## src/rtl/mem_copy.sv

```systemverilog
// Block-copy engine that drives a register-bank memory.
// Each word is copied as one read cycle followed by one write cycle, in ascending address order.
module mem_copy #(
    parameter int unsigned M = 8,
    parameter int unsigned N = 4
) (
    input  logic         clk,
    input  logic         reset,
    input  logic         start,
    input  logic [N-1:0] src,
    input  logic [N-1:0] dst,
    input  logic [N:0]   len,
    output logic         busy,
    output logic         done,
    output logic [N:0]   count,
    output logic [N-1:0] mem_addr,
    output logic [M-1:0] mem_din,
    output logic         mem_wrt,
    input  logic [M-1:0] mem_dout
);

    typedef enum logic [1:0] {StIdle, StRead, StWrite, StDone} state_e;

    localparam logic [N:0] One = {{N{1'b0}}, 1'b1};

    state_e       state_q, state_d;
    logic [N-1:0] src_q, src_d;
    logic [N-1:0] dst_q, dst_d;
    logic [N:0]   len_q, len_d;
    logic [N:0]   count_q, count_d;
    logic [M-1:0] data_q, data_d;

    always_ff @(posedge clk) begin
        if (reset) begin
            state_q <= StIdle;
            src_q   <= '0;
            dst_q   <= '0;
            len_q   <= '0;
            count_q <= '0;
            data_q  <= '0;
        end else begin
            state_q <= state_d;
            src_q   <= src_d;
            dst_q   <= dst_d;
            len_q   <= len_d;
            count_q <= count_d;
            data_q  <= data_d;
        end
    end

    always_comb begin
        state_d = state_q;
        src_d   = src_q;
        dst_d   = dst_q;
        len_d   = len_q;
        count_d = count_q;
        data_d  = data_q;
        unique case (state_q)
            StIdle: begin
                if (start) begin
                    src_d   = src;
                    dst_d   = dst;
                    len_d   = len;
                    count_d = '0;
                    state_d = (len == '0) ? StDone : StRead;
                end
            end
            StRead: begin
                data_d  = mem_dout;
                state_d = StWrite;
            end
            StWrite: begin
                count_d = count_q + One;
                state_d = (count_q + One == len_q) ? StDone : StRead;
            end
            StDone: state_d = StIdle;
            default: state_d = StIdle;
        endcase
    end

    always_comb begin
        busy     = 1'b0;
        done     = 1'b0;
        mem_wrt  = 1'b0;
        mem_addr = '0;
        unique case (state_q)
            StRead: begin
                busy     = 1'b1;
                mem_addr = src_q + count_q[N-1:0];
            end
            StWrite: begin
                busy     = 1'b1;
                mem_addr = dst_q + count_q[N-1:0];
                // A write still pending when reset arrives must not land in memory.
                mem_wrt  = ~reset;
            end
            StDone: done = 1'b1;
            default: ;
        endcase
    end

    // data_q only changes at the end of a read, so it keeps the last written word.
    assign mem_din = data_q;
    assign count   = count_q;

endmodule

```

## config.mk

```make
export PLATFORM = sky130hd
export DESIGN_NAME = mem_copy
export DESIGN_NICKNAME = d
export VERILOG_FILES = /design/src/rtl/mem_copy.sv
export SDC_FILE = /design/constraint.sdc
export NUM_CORES = 1
export LEC_CHECK = 0
export BUFFER_PORTS_ARGS = -buffer_cell sky130_fd_sc_hd__clkbuf_2
export CAP_MARGIN = 20
export CORE_ASPECT_RATIO = 0.7
export CORE_MARGIN = 10
export CORE_UTILIZATION = 46
export CTS_CLUSTER_SIZE = 30
export DETAILED_ROUTE_END_ITERATION = 7
export PLACE_DENSITY = 0.82
export SETUP_SLACK_MARGIN = 0.05
export SYNTH_ARGS = -nofsm -noshare
export SYNTH_HDL_FRONTEND = slang
export SYNTH_SLANG_ARGS = --single-unit
```

## constraint.sdc

```tcl
create_clock -name clk -period 2.4 [get_ports clk]
set_input_delay 0.24 -clock clk [delete_from_list [all_inputs] [get_ports clk]]
set_output_delay 0.24 -clock clk [all_outputs]
set_load 0.02 [all_outputs]
```

==> results of run 1 <==
sequential cells by signal, indices dropped and copies added, names as in the netlist:
name	flops
count	5
dst_q	4
state_q	2
src_q	4
mem_din	8
len_q	5
worst max-delay path by stage:
stage | depth (start not counted) | to | from | slack (ns)
3_5_place_dp | 9 | mem_addr[3] | state_q[0]$_SDFFE_PP0P_ | 0.09
3_3_place_gp | 9 | mem_addr[3] | state_q[0]$_SDFFE_PP0P_ | 0.16
2_1_floorplan | 8 | mem_addr[1] | state_q[0]$_SDFFE_PP0P_ | 0.06
4_1_cts | 9 | mem_addr[3] | state_q[0]$_SDFFE_PP0P_ | 0.07
6_report | 9 | mem_addr[3] | state_q[0]$_SDFFE_PP0P_ | 0.05
5_1_grt | 9 | mem_addr[3] | state_q[0]$_SDFFE_PP0P_ | -0.03
cells by family after synthesis:
kind of cell             Yosys count  share of synthesized area [%]
AO/OA/AOI/OAI                     31                          12.42
XOR/XNOR                           8                          4.866
adder cells (fa/ha/maj)            9                          8.341
buffers and inverters             16                          5.213
flip-flops                        28                          38.92
multiplexers                      12                          8.601
AND/OR/NAND/NOR                   66                          21.63
through the flow:
stage	instance area, µm²	instances
after detailed placement	1659	241
after global routing	1837	249
after global placement	1659	241
after CTS	1810	248
final	1837	249
after floorplan	1440	170
layout by cell type, fill, tap and decap left out, types with 4 or more instances in the layout:
cell	count
clkbuf_2	40
clkbuf_8	5
nand2_1	31
nor3_1	5
xnor2_1	7
mux2i_1	9
ha_4	4
dfxtp_1	26
ha_1	4
buf_4	6
a21oi_1	18
inv_1	5
and2_1	5
nor2_1	12
worst reg2reg max path, delay by kind of cell, from the launching register on:
family / cells / cell delay (ns)
buffers and inverters: 3 / 0.26
flip-flops: 1 / 0.33
adder cells (fa/ha/maj): 1 / 0.34
AO/OA/AOI/OAI: 2 / 0.24
AND/OR/NAND/NOR: 2 / 0.48
power breakdown:
group / internal (mW) / leakage [nW] / total (mW) / switching (mW)
combinational: 0.135 / 0.527 / 0.314 / 0.179
sequential: 0.503 / 0.230 / 0.527 / 0.0236
clock: 0.147 / 0.0288 / 0.291 / 0.144
routing by layer:
layer  wire (µm)  part of all wire (%)  vias up  track usage (%)
li1            -                     -      656                -
met1        1667                    47      588            15.30
met2        1558                    44       41            19.07
met3         312                   8.8        2            5.346
met4          13                  0.37        0            1.815
met5           0                     0        -                0
area by class of cell:
cell class | instances | area, µm²
clock buffers | 4 | 55.05
flip-flops and latches | 28 | 565.5
repair buffers | 48 | 264.0
well taps | 36 | 45.04
fillers | 247 | 1066
inverters | 7 | 26.28
multi-input cells | 126 | 880.8
what timing repair did:
action,CTS,global route
setup buffers,3,1
pin swaps,6,1
setup endpoints to repair,3,3
gates resized for setup,16,5
==> flow_summary.toml, run 1 <==
[status]
status = "complete, no violations"

[timing]
max_clock_freq_ghz = 0.4261
setup_tns_ns = 0
hold_ws_ns = 0.1750
fin_ws_ns = 0.05313
final-setup-viol-count = 0
maxSlewHeadroom_pct = 60.64
rsz0062_at_grt = "yes"
final-hold-violation-count = 0
fin_skew_ns = 0.001026
maxSlewViolCount = 0
min_period_ns = 2.347
fin_crit_sh_pct = 97.79
worstMarginPinSlew_ns = 0.5904

[setup_path]
crit_type = "reg2out"
timing.critical_path.buf_inv = 2
r2r-end = "state_q[1]$_SDFFE_PP0P_"
r2r_start = "state_q[0]$_SDFFE_PP0P_"
critPathLaunchType = "register"
max_stage_delay_ns = 0.33
required_ns = 2.16
worstPathCellList = "inv_2 -> ha_4 -> mux2_4 -> ha_4 -> a21o_1 -> a21oi_4 -> xnor2_2 -> and2_1 -> clkbuf_8"
crit_family = "adder cells"
regToRegSetupSlack_ns = 0.67
crit_path_end_kind = "primary output"
path_max_fanout = 4
crit_slowest_cell = "dfxtp_2"
reg2reg_depth = 8
cp_common_cell = "ha_4"
crit_arrival_ns = 2.11

[placed_design]
gp_congestion = 0.8305
dp.final_hpwl_mm = 2.732
port_buffers = 43
preCtsSetupSlack_ns = 0.08796

[logic_synthesis]
syn-cell-area_um2 = 1440
netlist.area_leader.share_pct = 38.92
avgSynthCellArea_um2 = 8.471
ys_ff_latch = 28
netlist_top_cells_count = "nand2_1 (31), dfxtp_1 (28), a21oi_1 (18), nor2_1 (12), mux2i_1 (9)"
ys_seq_area_share_pct = 38.92
postSynth.asyncResetShare_pct = 0
synth_ff_type = "dfxtp_1"
synth_edf_count = 0
netlist_instances = 170
synth.distinct_cells = 37
post-synth-top-count-cell = "nand2_1"
syn_nets = 203
synth.area.top_cells = "dfxtp_1 (39%), nand2_1 (8.1%), ha_1 (7.0%)"
synth_top_area_cell = "dfxtp_1"
yosys_warnings = 0

[pwr]
total_power_mw = 1.131
p_leak_nw = 0.7862
power_per_cell_area_nw_per_um2 = 615.9
ir_worst_vdd_mv = 0.3678

[grt]
first_global_vias = 1273
grt_max_degree = 30
grt.overflow.total = 0
grt_usage_pct = 12.17
grt_pass1_wl_mm = 5.892
antenna_found_initial = 0

[hold_path]
min-delay-start = "dst[3]"
whs_endpoint = "dst_q[3]$_SDFFE_PP0P_"
hold_path_class = "in2reg"
hold_path_depth = 3

[cts]
numCtsBuffers = 3
ctsHoldBuffers = 0
cts_root_buf = "clkbuf_8"
clkTransAtPathRegs_ns = 0.09
cts.sinks = 28
tritoncts = "done"
cts.htree.levels = 1
clk_latency_ns = 0.27
clock_path_buffers = 2

[floorplanning]
num_rows = 16
die_h_um = 66.82
num_io_pins = 44
die_w_um = 86.88
initial_core_util_pct = 49.61
coreArea_um2 = 2903
dieArea_um2 = 5805

[final_layout]
final_util_pct = 63.28
drive_above_1_share_pct = 32.86
area_growth_syn_to_layout_pct = 27.54
num-nets-final = 247
antenna_cells = 0

[route]
avgRoutedWirePerCell_um = 14.26
drt-total-wl_mm = 3.551
via_per_inst = 5.169
drc = 0
ant_nets = 0
drt_iter0_drc = 105
drt_first_pass_iters = 4
vias = 1287

[job]
cap_violations = 0
Power figures use the tool's default switching activity.
==> run 2, diff against run 1 <==
--- a/config.mk
+++ b/config.mk
@@ -13,6 +13,7 @@
 export CTS_CLUSTER_SIZE = 30
 export DETAILED_ROUTE_END_ITERATION = 7
 export PLACE_DENSITY = 0.82
+export REMOVE_ABC_BUFFERS = 1
 export SETUP_SLACK_MARGIN = 0.05
 export SYNTH_ARGS = -nofsm -noshare
 export SYNTH_HDL_FRONTEND = slang
==> run 2 against run 1 <==
Compared with the run above: fmax shrank 0.11%; sequential cell count is the same; combinational power fell by 1%; highest routed layer unchanged; non-clock buffer count stayed put; first-iteration DRC count decreased by 37%.
==> flow_summary.toml, run 2 (synthesis gave the netlist of run 1 again) <==
[status]
status = "complete, no violations"

[grt]
grt_usage_pct = 12.79
first_global_vias = 1253
grt_max_degree = 30
antenna_found_initial = 0
grt.overflow.total = 0
grt_pass1_wl_mm = 6.003

[setup_path]
crit_arrival_ns = 2.11
required_ns = 2.16
crit_type = "reg2out"
timing.critical_path.buf_inv = 2
cp_common_cell = "ha_4"
reg2reg_depth = 7
worstPathCellList = "inv_2 -> ha_4 -> mux2_4 -> ha_4 -> a21o_1 -> a21oi_4 -> xnor2_1 -> and2_1 -> clkbuf_8"
crit_end = "mem_addr[3]"
r2r_start = "state_q[0]$_SDFFE_PP0P_"
r2r-end = "state_q[1]$_SDFFE_PP0P_"
path_max_fanout = 3
crit_slowest_cell = "dfxtp_2"
crit_family = "adder cells"
regToRegSetupSlack_ns = 0.70
crit_start = "state_q[0]$_SDFFE_PP0P_"
crit_cells = 9
critPathLaunchType = "register"
max_stage_delay_ns = 0.35
crit_path_end_kind = "primary output"

[timing]
max_clock_freq_ghz = 0.4256
fin_skew_ns = 0.009070
fin_crit_sh_pct = 97.90
final-hold-violation-count = 0
setup_tns_ns = 0
rsz0062_at_grt = "yes"
maxSlewHeadroom_pct = 60.95
final-setup-viol-count = 0
min_period_ns = 2.350
maxSlewViolCount = 0
hold_ws_ns = 0.1768
worstMarginPinSlew_ns = 0.5857

[route]
met3WireLength_um = 226
ant_nets = 0
wl_met2_mm = 1.691
drc = 0
vias = 1289
drt_iter0_drc = 66
avgRoutedWirePerCell_um = 14.95
via_per_inst = 5.177
drt_first_pass_iters = 4
drt-met1-wl_mm = 1.796
top_layer_used = "met4"
drt-total-wl_mm = 3.722

[final_layout]
drive_above_1_share_pct = 32.39
area_growth_syn_to_layout_pct = 26.41
largest_reg_flops = 8
final_area_um2 = 1821
layout_commonest_cell = "clkbuf_2"
layout_common_cells = "clkbuf_2 (40), nand2_1 (31), dfxtp_1 (26)"
antenna_cells = 0
fillers = 251
num-nets-final = 247

[pwr]
p_leak_nw = 0.7774
power_per_cell_area_nw_per_um2 = 623.7
total_power_mw = 1.135
ir_worst_vdd_mv = 0.4133

[placed_design]
dp.final_hpwl_mm = 2.713
gp_congestion = 0.8644
port_buffers = 43
place_area_um2 = 1667

[cts]
clk_latency_ns = 0.28
cts.sinks = 28
cts.htree.levels = 1
numCtsBuffers = 3
clock_path_buffers = 2
tritoncts = "done"
ctsHoldBuffers = 0
cts_root_buf = "clkbuf_8"
clkTransAtPathRegs_ns = 0.10

[floorplanning]
num_io_pins = 44
dieArea_um2 = 5805
die_h_um = 66.82
initial_core_util_pct = 49.61
num_rows = 16
coreArea_um2 = 2903
die_w_um = 86.88

[hold_path]
hold_path_class = "in2reg"

[job]
cap_violations = 0
run 2: worst min path at each step:
stage | from | to | slack, ns | cells after the start
global route | dst[1] | dst_q[1]$_SDFFE_PP0P_ | 0.18 | 3
global placement | src_q[3]$_SDFFE_PP0P_ | src_q[3]$_SDFFE_PP0P_ | 0.44 | 2
detailed placement | src_q[2]$_SDFFE_PP0P_ | src_q[2]$_SDFFE_PP0P_ | 0.45 | 2
CTS | dst[3] | dst_q[3]$_SDFFE_PP0P_ | 0.17 | 3
finish | src[2] | src_q[2]$_SDFFE_PP0P_ | 0.18 | 3
floorplan | reset | count[0]$_SDFFE_PP0P_ | 0.31 | 1
run 2: worst reg2reg max path, cell delays in order (launching register included):
cell and delay, ns:
dfxtp_2 0.34, inv_2 0.07, buf_4 0.11, ha_1 0.35, nand2_2 0.27, nor3_1 0.21, a21oi_1 0.11, o22ai_1 0.16
run 2: repair_timing:
action,4_1_cts,5_1_grt
pin swaps,4,1
resized for setup,13,6
endpoints found under the setup margin,3,3
buffers inserted,3,0
run 2: per-layer routing:
metal	global-route usage (%)	vias up
met5	0	-
met4	2.419	0
met3	4.253	2
met2	19.98	33
met1	16.75	603
li1	-	651
run 2: stage by stage:
step	utilization, %	setup WS, ns	std cells
after detailed placement	57.41	0.08192	242
after global routing	62.72	-0.03146	249
after CTS	62.16	0.04618	249
after global placement	57.41	0.1392	242
after floorplan	-	0.06734	161
final	62.72	0.05045	249
run 2: power breakdown:
group	switching (mW)	internal (mW)	total, mW
Combinational	0.180	0.130	0.310
Clock	0.151	0.147	0.298
Sequential	0.0239	0.504	0.528
Total	0.354	0.781	1.14
run 2: area by class of cell:
type                    instances  area (µm²)  area share (%)
clock buffers                   4       55.05           3.024
inverters                       7       26.28           1.443
multi-input cells             126       862.1           47.35
flip-flops and latches         28       565.5           31.07
well taps                      36       45.04           2.474
repair buffers                 48       266.5           14.64
